**src/rtl/uart_pkg.sv**
```systemverilog
// Shared types and constants for the UART receive path.
package uart_pkg;

  typedef enum logic [2:0] {
    IDLE      = 3'd0,
    START     = 3'd1,
    DATA      = 3'd2,
    PARITY    = 3'd3,
    STOP      = 3'd4,
    WAIT_IDLE = 3'd5
  } rx_state_t;

  localparam int         OVERSAMPLE            = 16;
  localparam logic [3:0] MID_SAMPLE            = 4'd7;
  localparam int         DEFAULT_CLKS_PER_TICK = 13;

  // Even-parity bit for a payload zero-extended to 8 bits.
  function automatic logic even_parity_bit(input logic [7:0] data);
    return ^data;
  endfunction

endpackage

```
**src/rtl/uart_rx_ctrl_if.sv**
```systemverilog
// Byte delivery port of the UART receiver: valid/ready byte plus error pulses.
// parity_err exists only when UART_RX_PARITY_EN is defined.
interface uart_rx_ctrl_if #(
  parameter int DATA_BITS = 8
);
  logic [DATA_BITS-1:0] rx_data;
  logic                 rx_valid;
  logic                 rx_ready;
  logic                 frame_err;
  logic                 overrun_err;
`ifdef UART_RX_PARITY_EN
  logic                 parity_err;
`endif

  modport master (
    input  rx_ready,
    output rx_data,
    output rx_valid,
    output frame_err,
`ifdef UART_RX_PARITY_EN
    output parity_err,
`endif
    output overrun_err
  );

  modport slave (
    output rx_ready,
    input  rx_data,
    input  rx_valid,
    input  frame_err,
`ifdef UART_RX_PARITY_EN
    input  parity_err,
`endif
    input  overrun_err
  );
endinterface

```
**src/rtl/uart_tick_gen.sv**
```systemverilog
// Oversample tick enable: one-clk pulse every CLKS_PER_TICK clocks, restartable by realign.
module uart_tick_gen #(
  parameter int CLKS_PER_TICK = 13
) (
  input  logic clk,
  input  logic reset,
  input  logic realign,
  output logic tick
);
  localparam int             CNT_W = $clog2(CLKS_PER_TICK);
  localparam logic [CNT_W-1:0] LAST  = CNT_W'(CLKS_PER_TICK - 1);

  logic [CNT_W-1:0] cnt_r;

  // Tick counter, zeroed on realign so the first tick lands a full period later
  always_ff @(posedge clk) begin
    if (reset) begin
      cnt_r <= '0;
    end else if (realign || cnt_r == LAST) begin
      cnt_r <= '0;
    end else begin
      cnt_r <= cnt_r + CNT_W'(1);
    end
  end

  assign tick = (cnt_r == LAST) && !realign;

endmodule

```
**src/rtl/uart_rx_ctrl.sv**
```systemverilog
// 16x-oversampled UART receiver delivering bytes through a valid/ready buffer.
// Define UART_RX_PARITY_EN to receive an even parity bit and drive parity_err.
module uart_rx_ctrl
  import uart_pkg::*;
#(
  parameter int CLKS_PER_TICK = DEFAULT_CLKS_PER_TICK,
  parameter int DATA_BITS     = 8
) (
  input  logic           clk,
  input  logic           reset,
  input  logic           rx_i,
  uart_rx_ctrl_if.master bus
);
  localparam int         IDX_W    = $clog2(OVERSAMPLE);
  localparam logic [3:0] LAST_BIT = 4'(DATA_BITS - 1);
`ifdef UART_RX_PARITY_EN
  localparam rx_state_t  AFTER_DATA = PARITY;
`else
  localparam rx_state_t  AFTER_DATA = STOP;
`endif

  rx_state_t            state_r, next_state_s;
  logic                 sync1_r, sync2_r, prev_r, armed_r;
  logic [1:0]           fill_r;
  logic                 rx_s, start_s, tick_s, realign_s, mid_s;
  logic [IDX_W-1:0]     idx_r;
  logic [3:0]           bit_cnt_r;
  logic [DATA_BITS-1:0] shift_r, data_r;
  logic                 valid_r, frame_err_r, overrun_err_r;
  logic                 shift_en_s, start_ok_s, done_ok_s, ferr_s;
`ifdef UART_RX_PARITY_EN
  logic                 par_chk_s, perr_s, perr_pend_r, parity_err_r;
`endif

  // Synchronizer, edge-detect flop and post-reset arming
  always_ff @(posedge clk) begin
    if (reset) begin
      sync1_r <= 1'b1;
      sync2_r <= 1'b1;
      prev_r  <= 1'b1;
      fill_r  <= 2'd0;
      armed_r <= 1'b0;
    end else begin
      sync1_r <= rx_i;
      sync2_r <= sync1_r;
      prev_r  <= sync2_r;
      if (fill_r != 2'd2) fill_r <= fill_r + 2'd1;
      // a line still low after reset needs a genuine high before a start counts
      if (fill_r == 2'd2 && sync2_r) armed_r <= 1'b1;
    end
  end

  assign rx_s      = sync2_r;
  assign start_s   = armed_r && prev_r && !rx_s;
  assign realign_s = (state_r == IDLE) && start_s;
  assign mid_s     = tick_s && (idx_r == MID_SAMPLE);

  uart_tick_gen #(.CLKS_PER_TICK(CLKS_PER_TICK)) u_tick (
    .clk     (clk),
    .reset   (reset),
    .realign (realign_s),
    .tick    (tick_s)
  );

  // Oversample index within the current bit
  always_ff @(posedge clk) begin
    if (reset || realign_s) begin
      idx_r <= '0;
    end else if (tick_s) begin
      idx_r <= idx_r + IDX_W'(1);
    end
  end

  // FSM state register
  always_ff @(posedge clk) begin
    if (reset) state_r <= IDLE;
    else       state_r <= next_state_s;
  end

  // FSM next-state logic
  always_comb begin
    next_state_s = state_r;
    case (state_r)
      IDLE:      if (start_s) next_state_s = START; else next_state_s = IDLE;
      START:     if (mid_s) next_state_s = rx_s ? IDLE : DATA; else next_state_s = START;
      DATA:      if (mid_s && bit_cnt_r == LAST_BIT) next_state_s = AFTER_DATA;
                 else next_state_s = DATA;
`ifdef UART_RX_PARITY_EN
      PARITY:    if (mid_s) next_state_s = STOP; else next_state_s = PARITY;
`endif
      STOP:      if (mid_s) next_state_s = rx_s ? IDLE : WAIT_IDLE; else next_state_s = STOP;
      WAIT_IDLE: if (rx_s) next_state_s = IDLE; else next_state_s = WAIT_IDLE;
      default:   next_state_s = IDLE;
    endcase
  end

  // FSM output decode
  always_comb begin
    shift_en_s = 1'b0;
    start_ok_s = 1'b0;
    done_ok_s  = 1'b0;
    ferr_s     = 1'b0;
`ifdef UART_RX_PARITY_EN
    par_chk_s  = 1'b0;
    perr_s     = 1'b0;
`endif
    case (state_r)
      START:   start_ok_s = mid_s && !rx_s;
      DATA:    shift_en_s = mid_s;
`ifdef UART_RX_PARITY_EN
      PARITY:  par_chk_s  = mid_s;
`endif
      STOP: begin
        done_ok_s = mid_s && rx_s;
        ferr_s    = mid_s && !rx_s;
`ifdef UART_RX_PARITY_EN
        perr_s    = mid_s && rx_s && perr_pend_r;
`endif
      end
      default: shift_en_s = 1'b0;
    endcase
  end

  // Payload shift register (LSB first, shifts right) and bit count
  always_ff @(posedge clk) begin
    if (reset) begin
      shift_r   <= '0;
      bit_cnt_r <= 4'd0;
    end else if (start_ok_s) begin
      bit_cnt_r <= 4'd0;
    end else if (shift_en_s) begin
      shift_r   <= {rx_s, shift_r[DATA_BITS-1:1]};
      bit_cnt_r <= bit_cnt_r + 4'd1;
    end
  end

`ifdef UART_RX_PARITY_EN
  // Parity mismatch held until the stop-bit sample
  always_ff @(posedge clk) begin
    if (reset) begin
      perr_pend_r  <= 1'b0;
      parity_err_r <= 1'b0;
    end else begin
      if (par_chk_s) perr_pend_r <= rx_s ^ even_parity_bit(8'(shift_r));
      parity_err_r <= perr_s;
    end
  end
  assign bus.parity_err = parity_err_r;
`endif

  // Output buffer: load on completion, drop on overrun, clear on handshake
  always_ff @(posedge clk) begin
    if (reset) begin
      data_r        <= '0;
      valid_r       <= 1'b0;
      frame_err_r   <= 1'b0;
      overrun_err_r <= 1'b0;
    end else begin
      frame_err_r   <= ferr_s;
      overrun_err_r <= 1'b0;
      if (done_ok_s) begin
        if (!valid_r || bus.rx_ready) begin
          data_r  <= shift_r;
          valid_r <= 1'b1;
        end else begin
          overrun_err_r <= 1'b1;
        end
      end else if (valid_r && bus.rx_ready) begin
        valid_r <= 1'b0;
      end
    end
  end

  assign bus.rx_data     = data_r;
  assign bus.rx_valid    = valid_r;
  assign bus.frame_err   = frame_err_r;
  assign bus.overrun_err = overrun_err_r;

endmodule

```
**src/flat_wrapper.sv**
```systemverilog
// flat-port wrapper written by rule: the top's interface ports become plain ports
module uart_rx_ctrl_flat import uart_pkg::*;
#(
  parameter int CLKS_PER_TICK = DEFAULT_CLKS_PER_TICK,
  parameter int DATA_BITS     = 8
)
  (clk, reset, rx_i, bus_rx_ready, bus_rx_data, bus_rx_valid, bus_frame_err, bus_overrun_err);
  uart_rx_ctrl_if #(.DATA_BITS(DATA_BITS)) bus_i ();
  input  logic clk;
  input  logic reset;
  input  logic rx_i;
  input wire logic [$bits(bus_i.rx_ready)-1:0] bus_rx_ready;
  output wire logic [$bits(bus_i.rx_data)-1:0] bus_rx_data;
  output wire logic [$bits(bus_i.rx_valid)-1:0] bus_rx_valid;
  output wire logic [$bits(bus_i.frame_err)-1:0] bus_frame_err;
  output wire logic [$bits(bus_i.overrun_err)-1:0] bus_overrun_err;
  assign bus_i.rx_ready = bus_rx_ready;
  assign bus_rx_data = bus_i.rx_data;
  assign bus_rx_valid = bus_i.rx_valid;
  assign bus_frame_err = bus_i.frame_err;
  assign bus_overrun_err = bus_i.overrun_err;
  uart_rx_ctrl #(.CLKS_PER_TICK(CLKS_PER_TICK), .DATA_BITS(DATA_BITS)) u_core (.clk(clk), .reset(reset), .rx_i(rx_i), .bus(bus_i));
endmodule
```
**config.mk**
```make
export PLATFORM = sky130hd
export DESIGN_NAME = uart_rx_ctrl_flat
export DESIGN_NICKNAME = d
export VERILOG_FILES = /design/src/rtl/uart_pkg.sv /design/src/rtl/uart_rx_ctrl_if.sv /design/src/rtl/uart_tick_gen.sv /design/src/rtl/uart_rx_ctrl.sv /design/src/flat_wrapper.sv
export SDC_FILE = /design/constraint.sdc
export NUM_CORES = 1
export LEC_CHECK = 0
export ABC_AREA = 1
export BUFFER_PORTS_ARGS = -buffer_cell sky130_fd_sc_hd__buf_2
export CORE_ASPECT_RATIO = 0.9
export CORE_MARGIN = 1.5
export CORE_UTILIZATION = 40
export CTS_CLUSTER_DIAMETER = 40
export DETAILED_ROUTE_END_ITERATION = 8
export GPL_TIMING_DRIVEN = 0
export PLACE_DENSITY = 0.64
export SLEW_MARGIN = 20
export SYNTH_ARGS = -nofsm -noshare
export SYNTH_HDL_FRONTEND = slang
export SYNTH_HIERARCHICAL = 1
export SYNTH_SLANG_ARGS = --single-unit
export TNS_END_PERCENT = 100
```
**constraint.sdc**
```tcl
create_clock -name clk -period 2 [get_ports clk]
set_input_delay 0.1 -clock clk [delete_from_list [all_inputs] [get_ports clk]]
set_output_delay 0.1 -clock clk [all_outputs]
set_load 0.01 [all_outputs]
```
==> impl_metrics.yaml, run 1 <==
pwr:
  power_switching_uw: 331
  p_total_mw: 1.48
  power_density_nw_per_um2: 758
  p_clk_share_pct: 36.0
  sequentialPowerShare_pct: 56.8
  vdd_ir_drop_max_uv: 295
  switching_share_pct: 22.3
  leakage_nw: 0.884
  intPower_mw: 1.15
  power_frac_comb_pct: 7.2
sta:
  rsz0062_at_grt: "no"
  fin_ws_ns: 0.236
  tightest_slew_ns: 0.430
  drv_slew: 0
  setup_viol: 0
  whs_ns: 0.0685
  fin_crit_sh_pct: 88.2
  timing.fmax_ghz: 0.567
  slew_headroom_pct: 71.4
  finClkSkew_ns: 0.00130
  finalHoldViolCount: 0
  tns_ns: 0
  min_period_ns: 1.76
detailed_routing:
  dr.pass1.iters: 6
  drt_iter0_drc: 56
  wl_per_cell_um: 9.40
  wl_um: 2800
  num_vias: 1345
  drc: 0
  postRouteAntennaNets: 0
  via_per_inst: 4.51
clocking:
  clockBufferDepth: 2
  htreeDepth: 2
  cts_tree: "done"
  post_cts_buffers: 0
  cts_sinks: 40
  cts_buffers: 5
  clk_latency_ns: 0.28
  clk_pin_slew_ns: 0.07
  clock-root-buffer: "clkbuf_8"
global_route:
  grt_pass1_vias: 1224
  grt_max_degree: 12
  antenna_found_initial: 0
  gr-usage-all-layers_pct: 14.3
  grt_overflow: 0
  grt_pass1_wl_um: 5230
synthesis:
  syn_inst: 227
  ys_ff_latch: 40
  synth-compound-area-share_pct: 7.30
  synth_top_family_by_area: "simple AND/OR/NAND/NOR gates"
  avgSynthCellArea_um2: 7.55
  synthesis.nets: 236
  synth_area_um2: 1710
  synthDistinctLibCells: 27
  yosys.area_share.adder_pct: 3.65
  synthSimpleGateAreaFrac_pct: 26.2
  muxShareOfSynthArea_pct: 0.584
  yosys_warnings: 6
  synth_xor_area_share_pct: 3.58
  seq_area_frac_synth_pct: 46.7
finish:
  antenna_cells: 0
  multi_input_area_um2: 716
  register_area_um2: 801
  drive_gt1_share_pct: 13.6
  final_common_cell: "inv_1"
  fin_nets: 258
  final_area_um2: 1950
  area_growth_pct: 13.9
  fillerInstances: 424
  most-common-layout-cells: "43 x inv_1, 42 x nand2_1, 40 x dfxtp_1"
floorplanning:
  dieWidth_um: 72.0
  core_area_um2: 4100
  dieArea_um2: 4690
  num_rows: 22
  initial_core_util_pct: 41.8
  die_h_um: 65.1
  io_pins: 15
job:
  cap_violations: 0
critical_path:
  crit_path_end_kind: "flip-flop"
  cp.required_ns: 2.17
  path_max_fanout: 10
  start_kind: "flip-flop"
  cp_data_arrival_time_ns: 1.94
  reg2reg_depth: 10
  worstSetupPathType: "flip-flop to flip-flop"
placed_design:
  placed_cell_area_um2: 1840
  portBuffers: 14
  dp_slack_ns: 0.0964
  dpl.hpwl_um: 2030
  place.gp.congestion: 0.756
worst_hold_path:
  hold_class: "input pin to flip-flop"
  hold_depth: 2
outcome:
  status: "finished, final reports clean"
-- cell type report --
| cell class | instances | area share [%] |
|---|---|---|
| timing repair buffer | 15 | 4.10 |
| buffer | 7 | 2.05 |
| clock buffer | 8 | 4.62 |
| tap | 48 | 3.08 |
| inverter | 44 | 8.46 |
| sequential | 40 | 41.0 |
| multi-input combinational | 136 | 36.7 |
-- path summary, 6_finish.rpt --
path	slack (ns)	endpoint	start
worst max-delay path	0.24	u_core/shift_r[2]	u_core/u_tick/cnt_r[0]
worst min-delay path	0.07	u_core/rx_s	reset
worst max register to register	0.24	u_core/shift_r[2]	u_core/u_tick/cnt_r[0]
worst min register to register	0.41	u_core/rx_s	u_core/sync1_r
-- layer usage --
layer	vias up	wire (um)	global-route usage, %
met2	23	1120	22.0
met1	572	1520	18.2
met4	0	54	6.37
li1	743	-	-
met3	7	110	5.06
met5	-	0	0
-- flip-flops by register name (all words and copies together) (netlist names) --
name / flops
u_core/state_r: 3
u_core/bus.overrun_err: 1
u_core/bus.rx_valid: 1
u_core/bus.frame_err: 1
u_core/sync1_r: 1
u_core/idx_r: 4
u_core/fill_r: 2
u_core/prev_r: 1
u_core/u_tick/cnt_r: 4
u_core/bus.rx_data: 8
u_core/rx_s: 1
u_core/bit_cnt_r: 4
u_core/armed_r: 1
u_core/shift_r: 8
-- power groups by stage --
| stage | registers, mW | clock network (mW) | logic, mW |
|---|---|---|---|
| 5_1_grt | 0.843 | 0.589 | 0.128 |
| 2_1_floorplan | 0.856 | 0 | 0.0828 |
| 3_3_place_gp | 0.858 | 0 | 0.0988 |
| 4_1_cts | 0.840 | 0.558 | 0.107 |
| 3_5_place_dp | 0.859 | 0 | 0.105 |
| 6_report | 0.841 | 0.533 | 0.106 |
-- critical path, cell delays in order, from the launching register on --
cell     delay [ns]
dfxtp_1        0.35
inv_1          0.07
ha_1           0.13
nand3_1        0.16
nor2_4         0.18
nand2_2        0.11
nor2_4         0.18
nand2_2        0.09
buf_2          0.20
o21ai_1        0.13
a21oi_1        0.04
-- cells in the mapped netlist, drive strengths merged --
| master | n | area (um2) |
|---|---|---|
| a21oi | 16 | 80.1 |
| ha | 5 | 62.6 |
| inv | 43 | 161 |
| buf | 4 | 28.8 |
| nand3b | 2 | 15.0 |
| nand4 | 11 | 68.8 |
| nand3 | 6 | 35.0 |
| nor3 | 3 | 20.0 |
| clkbuf | 3 | 11.3 |
| xnor2 | 3 | 26.3 |
| xor2 | 4 | 35.0 |
| or2 | 2 | 12.5 |
| nand2 | 45 | 176 |
| o21ai | 9 | 45.0 |
| and3 | 1 | 6.26 |
| clkinv | 1 | 3.75 |
| mux2i | 1 | 10.0 |
| dfxtp | 40 | 801 |
| nor2 | 28 | 115 |
-- cells by family (layout without fill, tap and decap cells) --
family,count (synthesis),in the layout
fa+ha+maj,5,5
compound gates,25,25
buf+inv,51,74
flops,40,40
xor+xnor,7,7
simple gates,98,98
mux,1,1
-- per-stage QoR --
| step | cells | utilization [%] |
|---|---|---|
| after floorplan | 227 | - |
| after global placement | 289 | 45.0 |
| after CTS | 298 | 47.4 |
| after global routing | 298 | 47.6 |
| final | 298 | 47.6 |
| after detailed placement | 289 | 45.0 |
-- what timing repair did --
item                       4_1_cts  5_1_grt
resized for setup                0        2
hold endpoints to repair         1        0
hold buffers                     1        0
setup endpoints to repair        0       23
Power figures use the tool's default switching activity.
==> run 2: changes to the inputs <==
CORE_UTILIZATION = 57   (was 40)
HOLD_SLACK_MARGIN = 0.05   (was default)
PLACE_DENSITY = 0.84   (was 0.64)
==> impl_metrics.yaml, run 2 (synthesis results as in run 1) <==
critical_path:
  reg2reg_depth: 10
  cp_data_arrival_time_ns: 2.01
  path_delay_family: "simple AND/OR/NAND/NOR gates"
  rr_endpoint: "u_core/shift_r[4]"
  start_kind: "flip-flop"
  critPathSlowestCell: "dfxtp_1"
  crit_path_end_kind: "flip-flop"
  path_buf_inv: 2
  r2r-start: "u_core/u_tick/cnt_r[0]"
  worstSetupPathType: "flip-flop to flip-flop"
  path_max_fanout: 10
  cp.required_ns: 2.23
  crit_path_max_incr_delay_ns: 0.36
  crit_chain: "inv_1 -> ha_1 -> nand3_1 -> nor2_4 -> nand2_2 -> nor2_4 -> nand2_2 -> buf_6 -> o21ai_0 -> a21oi_1"
  reg2reg_setup_slack_ns: 0.23
finish:
  final_common_cell: "inv_1"
  drive_gt1_share_pct: 14.3
  area_growth_pct: 14.2
  fillerInstances: 257
  register_area_um2: 801
  fin_nets: 259
  antenna_cells: 0
  most-common-layout-cells: "43 x inv_1, 42 x nand2_1, 40 x dfxtp_1"
  multi_input_area_um2: 716
sta:
  finClkSkew_ns: 0.0105
  drv_slew: 0
  tightest_slew_ns: 0.438
  finalHoldViolCount: 0
  timing.fmax_ghz: 0.564
  fin_ws_ns: 0.228
  setup_viol: 0
  rsz0062_at_grt: "no"
  slew_headroom_pct: 70.8
  whs_ns: 0.281
  min_period_ns: 1.77
  tns_ns: 0
  fin_crit_sh_pct: 88.6
clocking:
  clock-root-buffer: "clkbuf_4"
  cts_sinks: 40
  cts_tree: "done"
  cts_buffers: 5
  htreeDepth: 2
  clockBufferDepth: 2
  clk_pin_slew_ns: 0.12
  clk_latency_ns: 0.34
detailed_routing:
  wl_per_cell_um: 9.68
  drc: 0
  via_per_inst: 4.77
  postRouteAntennaNets: 0
  num_vias: 1389
  dr.pass1.iters: 4
  wl_um: 2820
  drt_iter0_drc: 40
global_route:
  antenna_found_initial: 0
  grt_pass1_wl_um: 4740
  grt_max_degree: 13
  grt_pass1_vias: 1094
  grt_overflow: 0
  gr-usage-all-layers_pct: 19.7
worst_hold_path:
  worst_hold_path.endpoint: "u_core/bus.rx_data[7]"
  hold_depth: 7
  hp-start: "bus_rx_ready"
  hold_class: "input pin to flip-flop"
outcome:
  status: "finished, final reports clean"
floorplanning:
  die_h_um: 55.0
  core_area_um2: 2790
  io_pins: 15
  initial_core_util_pct: 61.4
  num_rows: 18
  dieArea_um2: 3350
  dieWidth_um: 60.8
placed_design:
  portBuffers: 14
  dpl.hpwl_um: 1940
  place.gp.congestion: 0.805
  dp_slack_ns: 0.101
pwr:
  power_density_nw_per_um2: 785
  leakage_nw: 0.895
  vdd_ir_drop_max_uv: 587
job:
  cap_violations: 0
run 2: cell count changes in the layout (fill, tap and decap cells not counted):
cell	previous run	this run
clkbuf_8	6	2
bufinv_16	0	1
clkbuf_4	0	5
dlygate4sd3_1	1	2
clkbuf_1	5	3
run 2: layer usage:
| metal | GRT usage, % | share of wire [%] | up-vias |
|---|---|---|---|
| met5 | 0 | 0 | - |
| met4 | 4.35 | 0 | 0 |
| met3 | 9.77 | 5.9 | 0 |
| met2 | 29.6 | 43 | 33 |
| met1 | 25.6 | 51 | 609 |
| li1 | - | - | 747 |
run 2: layout make-up:
type / count / share of cell area [%]
repair buffers: 16 / 4.60
flip-flops and latches: 40 / 40.9
multi-input cells: 136 / 36.6
clock inverters: 1 / 1.53
well taps: 40 / 2.56
plain buffers: 7 / 2.05
clock buffers: 7 / 3.32
inverters: 44 / 8.44
run 2: worst min-delay path, cell delays in order:
cell and delay, ns:
buf_2 0.10, inv_1 0.04, nand2_1 0.07, nand3_2 0.16, nand2_1 0.07, inv_1 0.04
nor2_1 0.03
run 2: report_power, final:
part	switching, mW	total, mW	leakage [nW]	internal (mW)
Combinational	0.0656	0.109	0.519	0.0439
Clock	0.253	0.585	0.0515	0.332
Sequential	0.0159	0.842	0.324	0.826
run 2: per-stage QoR:
step	util (%)	power [mW]	area, um2	instances
2_1_floorplan	-	0.938	1710	227
3_3_place_gp	65.7	0.955	1830	281
3_5_place_dp	65.7	0.959	1830	281
4_1_cts	69.8	1.55	1950	291
5_1_grt	70.1	1.62	1960	291
6_report	70.1	1.54	1960	291
run 2: how the worst max path moves through the flow:
stage	start	to	slack, ns	depth (start not counted)
after detailed placement	u_core/u_tick/cnt_r[0]	u_core/shift_r[0]	0.10	10
after CTS	u_core/u_tick/cnt_r[0]	u_core/shift_r[4]	0.09	10
after global placement	u_core/u_tick/cnt_r[0]	u_core/bus.rx_data[4]	0.13	10
final	u_core/u_tick/cnt_r[0]	u_core/shift_r[4]	0.23	10
after floorplan	u_core/u_tick/cnt_r[0]	u_core/shift_r[2]	0.30	10
after global routing	u_core/u_tick/cnt_r[0]	u_core/bus.rx_data[3]	0.02	10
run 2: what timing repair did:
| item | 4_1_cts | 5_1_grt |
|---|---|---|
| endpoints found under the setup margin | 0 | 23 |
| setup buffers | 0 | 0 |
| hold buffers | 2 | 0 |
| endpoints found under the hold margin | 2 | 0 |
| resized for setup | 0 | 2 |
==> run 3: changes to the inputs <==
CORE_UTILIZATION = 45   (was 57)
PLACE_DENSITY = 0.7   (was 0.84)
REMOVE_ABC_BUFFERS = 1   (was default)
==> impl_metrics.yaml, run 3 (synthesis results as in run 1) <==
critical_path:
  path_depth: 10
  path_delay_family: "simple AND/OR/NAND/NOR gates"
  reg2reg_depth: 10
  crit_chain: "inv_1 -> ha_1 -> nand3_1 -> nor2_4 -> nand2_2 -> nor2_4 -> nand2_4 -> inv_1 -> nand2_1 -> a21oi_1"
  crit_path_max_incr_delay_ns: 0.34
  cp.required_ns: 2.22
  reg2reg_setup_slack_ns: 0.18
  rr_endpoint: "u_core/bit_cnt_r[3]"
  worstSetupStartpoint: "u_core/u_tick/cnt_r[0]"
  crit_path_end_kind: "flip-flop"
  worstSetupPathType: "flip-flop to flip-flop"
  path_buf_inv: 2
  r2r-start: "u_core/u_tick/cnt_r[0]"
  crit_path_end: "u_core/bit_cnt_r[3]"
  start_kind: "flip-flop"
  critPathSlowestCell: "dfxtp_1"
  cp_data_arrival_time_ns: 2.04
  path_max_fanout: 21
detailed_routing:
  wl_um: 2730
  postRouteAntennaNets: 0
  via_per_inst: 4.60
  drt_iter0_drc: 65
  num_vias: 1334
  drc: 0
  dr.pass1.iters: 4
  wl_per_cell_um: 9.41
sta:
  tightest_slew_ns: 0.465
  finalHoldViolCount: 0
  timing.fmax_ghz: 0.549
  finClkSkew_ns: 0.00467
  min_period_ns: 1.82
  drv_slew: 0
  fin_ws_ns: 0.179
  slew_headroom_pct: 68.8
  fin_crit_sh_pct: 91.1
  setup_viol: 0
outcome:
  status: "finished, final reports clean"
clocking:
  clk_latency_ns: 0.29
  clk_pin_slew_ns: 0.07
  cts_buffers: 5
  htreeDepth: 2
  cts_sinks: 40
  clockBufferDepth: 2
  clock-root-buffer: "clkbuf_8"
  cts_tree: "done"
placed_design:
  dp_slack_ns: -0.341
  dp.cells: 280
  dpl.hpwl_um: 1880
  portBuffers: 14
  place.gp.congestion: 0.815
finish:
  fin_nets: 252
  final_common_cell: "inv_1"
  area_growth_pct: 13.5
  drive_gt1_share_pct: 13.1
  antenna_cells: 0
  layoutNonFillerInstCount: 290
  postLayoutCoreUtil_pct: 52.9
  most-common-layout-cells: "43 x inv_1, 42 x nand2_1, 40 x dfxtp_1"
floorplanning:
  dieArea_um2: 4190
  io_pins: 15
  initial_core_util_pct: 46.6
  num_rows: 21
  core_area_um2: 3680
  die_h_um: 61.6
  dieWidth_um: 68.1
worst_hold_path:
  hold_class: "input pin to flip-flop"
global_route:
  grt_pass1_vias: 1083
  gr-usage-all-layers_pct: 14.2
  grt_overflow: 0
  antenna_found_initial: 0
  grt_pass1_wl_um: 4280
  grt_max_degree: 22
pwr:
  vdd_ir_drop_max_uv: 486
  leakage_nw: 0.894
  power_density_nw_per_um2: 811
job:
  cap_violations: 0
run 3: cell count changes in the layout (fill, tap and decap cells not counted), sizes merged:
cell,previous run,this run
buf,18,15
clkbuf,10,6
clkinv,1,2
dlygate4sd3,2,1
run 3: how the worst min path moves through the flow:
stage	from	endpoint	slack, ns	depth (start not counted)
after floorplan	reset	u_core/armed_r	0.17	1
after detailed placement	rx_i	u_core/sync1_r	0.29	2
after global placement	rx_i	u_core/sync1_r	0.28	2
after CTS	reset	u_core/shift_r[7]	0.14	2
final	reset	u_core/state_r[2]	0.14	2
after global routing	reset	u_core/state_r[2]	0.15	2
run 3: repair_timing:
| item | in CTS | in global routing |
|---|---|---|
| setup buffers | 1 | 0 |
| pin swaps | 1 | 0 |
| hold buffers | 1 | 0 |
| hold endpoints to repair | 1 | 0 |
| gates resized for setup | 2 | 2 |
| setup endpoints to repair | 18 | 13 |
run 3: final cells by class:
cell class / instances / area (um2)
Clock inverter: 2 / 35.0
Multi-Input combinational cell: 136 / 727
Sequential cell: 40 / 801
Clock buffer: 6 / 72.6
Timing Repair Buffer: 16 / 87.6
Tap cell: 46 / 57.6
Fill cell: 353 / 1730
Inverter: 44 / 165
run 3: per-stage QoR:
| stage | setup TNS [ns] | cell area [um2] | hold WS, ns | power [mW] |
|---|---|---|---|---|
| 2_1_floorplan | 0 | 1670 | 0.169 | 0.936 |
| 3_3_place_gp | -2.27 | 1800 | 0.282 | 0.954 |
| 3_5_place_dp | -2.90 | 1800 | 0.286 | 0.959 |
| 4_1_cts | 0 | 1940 | 0.141 | 1.60 |
| 5_1_grt | -0.000244 | 1950 | 0.154 | 1.65 |
| 6_report | 0 | 1950 | 0.137 | 1.58 |
run 3: report_power, final:
group	switching [mW]	internal, mW	total (mW)
Combinational	0.0595	0.0407	0.100
Sequential	0.0149	0.825	0.840
Clock	0.268	0.370	0.638
Total	0.343	1.24	1.58
run 3: per-layer routing:
layer  wire, um  up-vias  track usage (%)
li1           -      732                -
met1       1250      570             15.4
met2       1280       25             23.6
met3        132        7             4.39
met4         62        0             10.3
met5          0        -                0
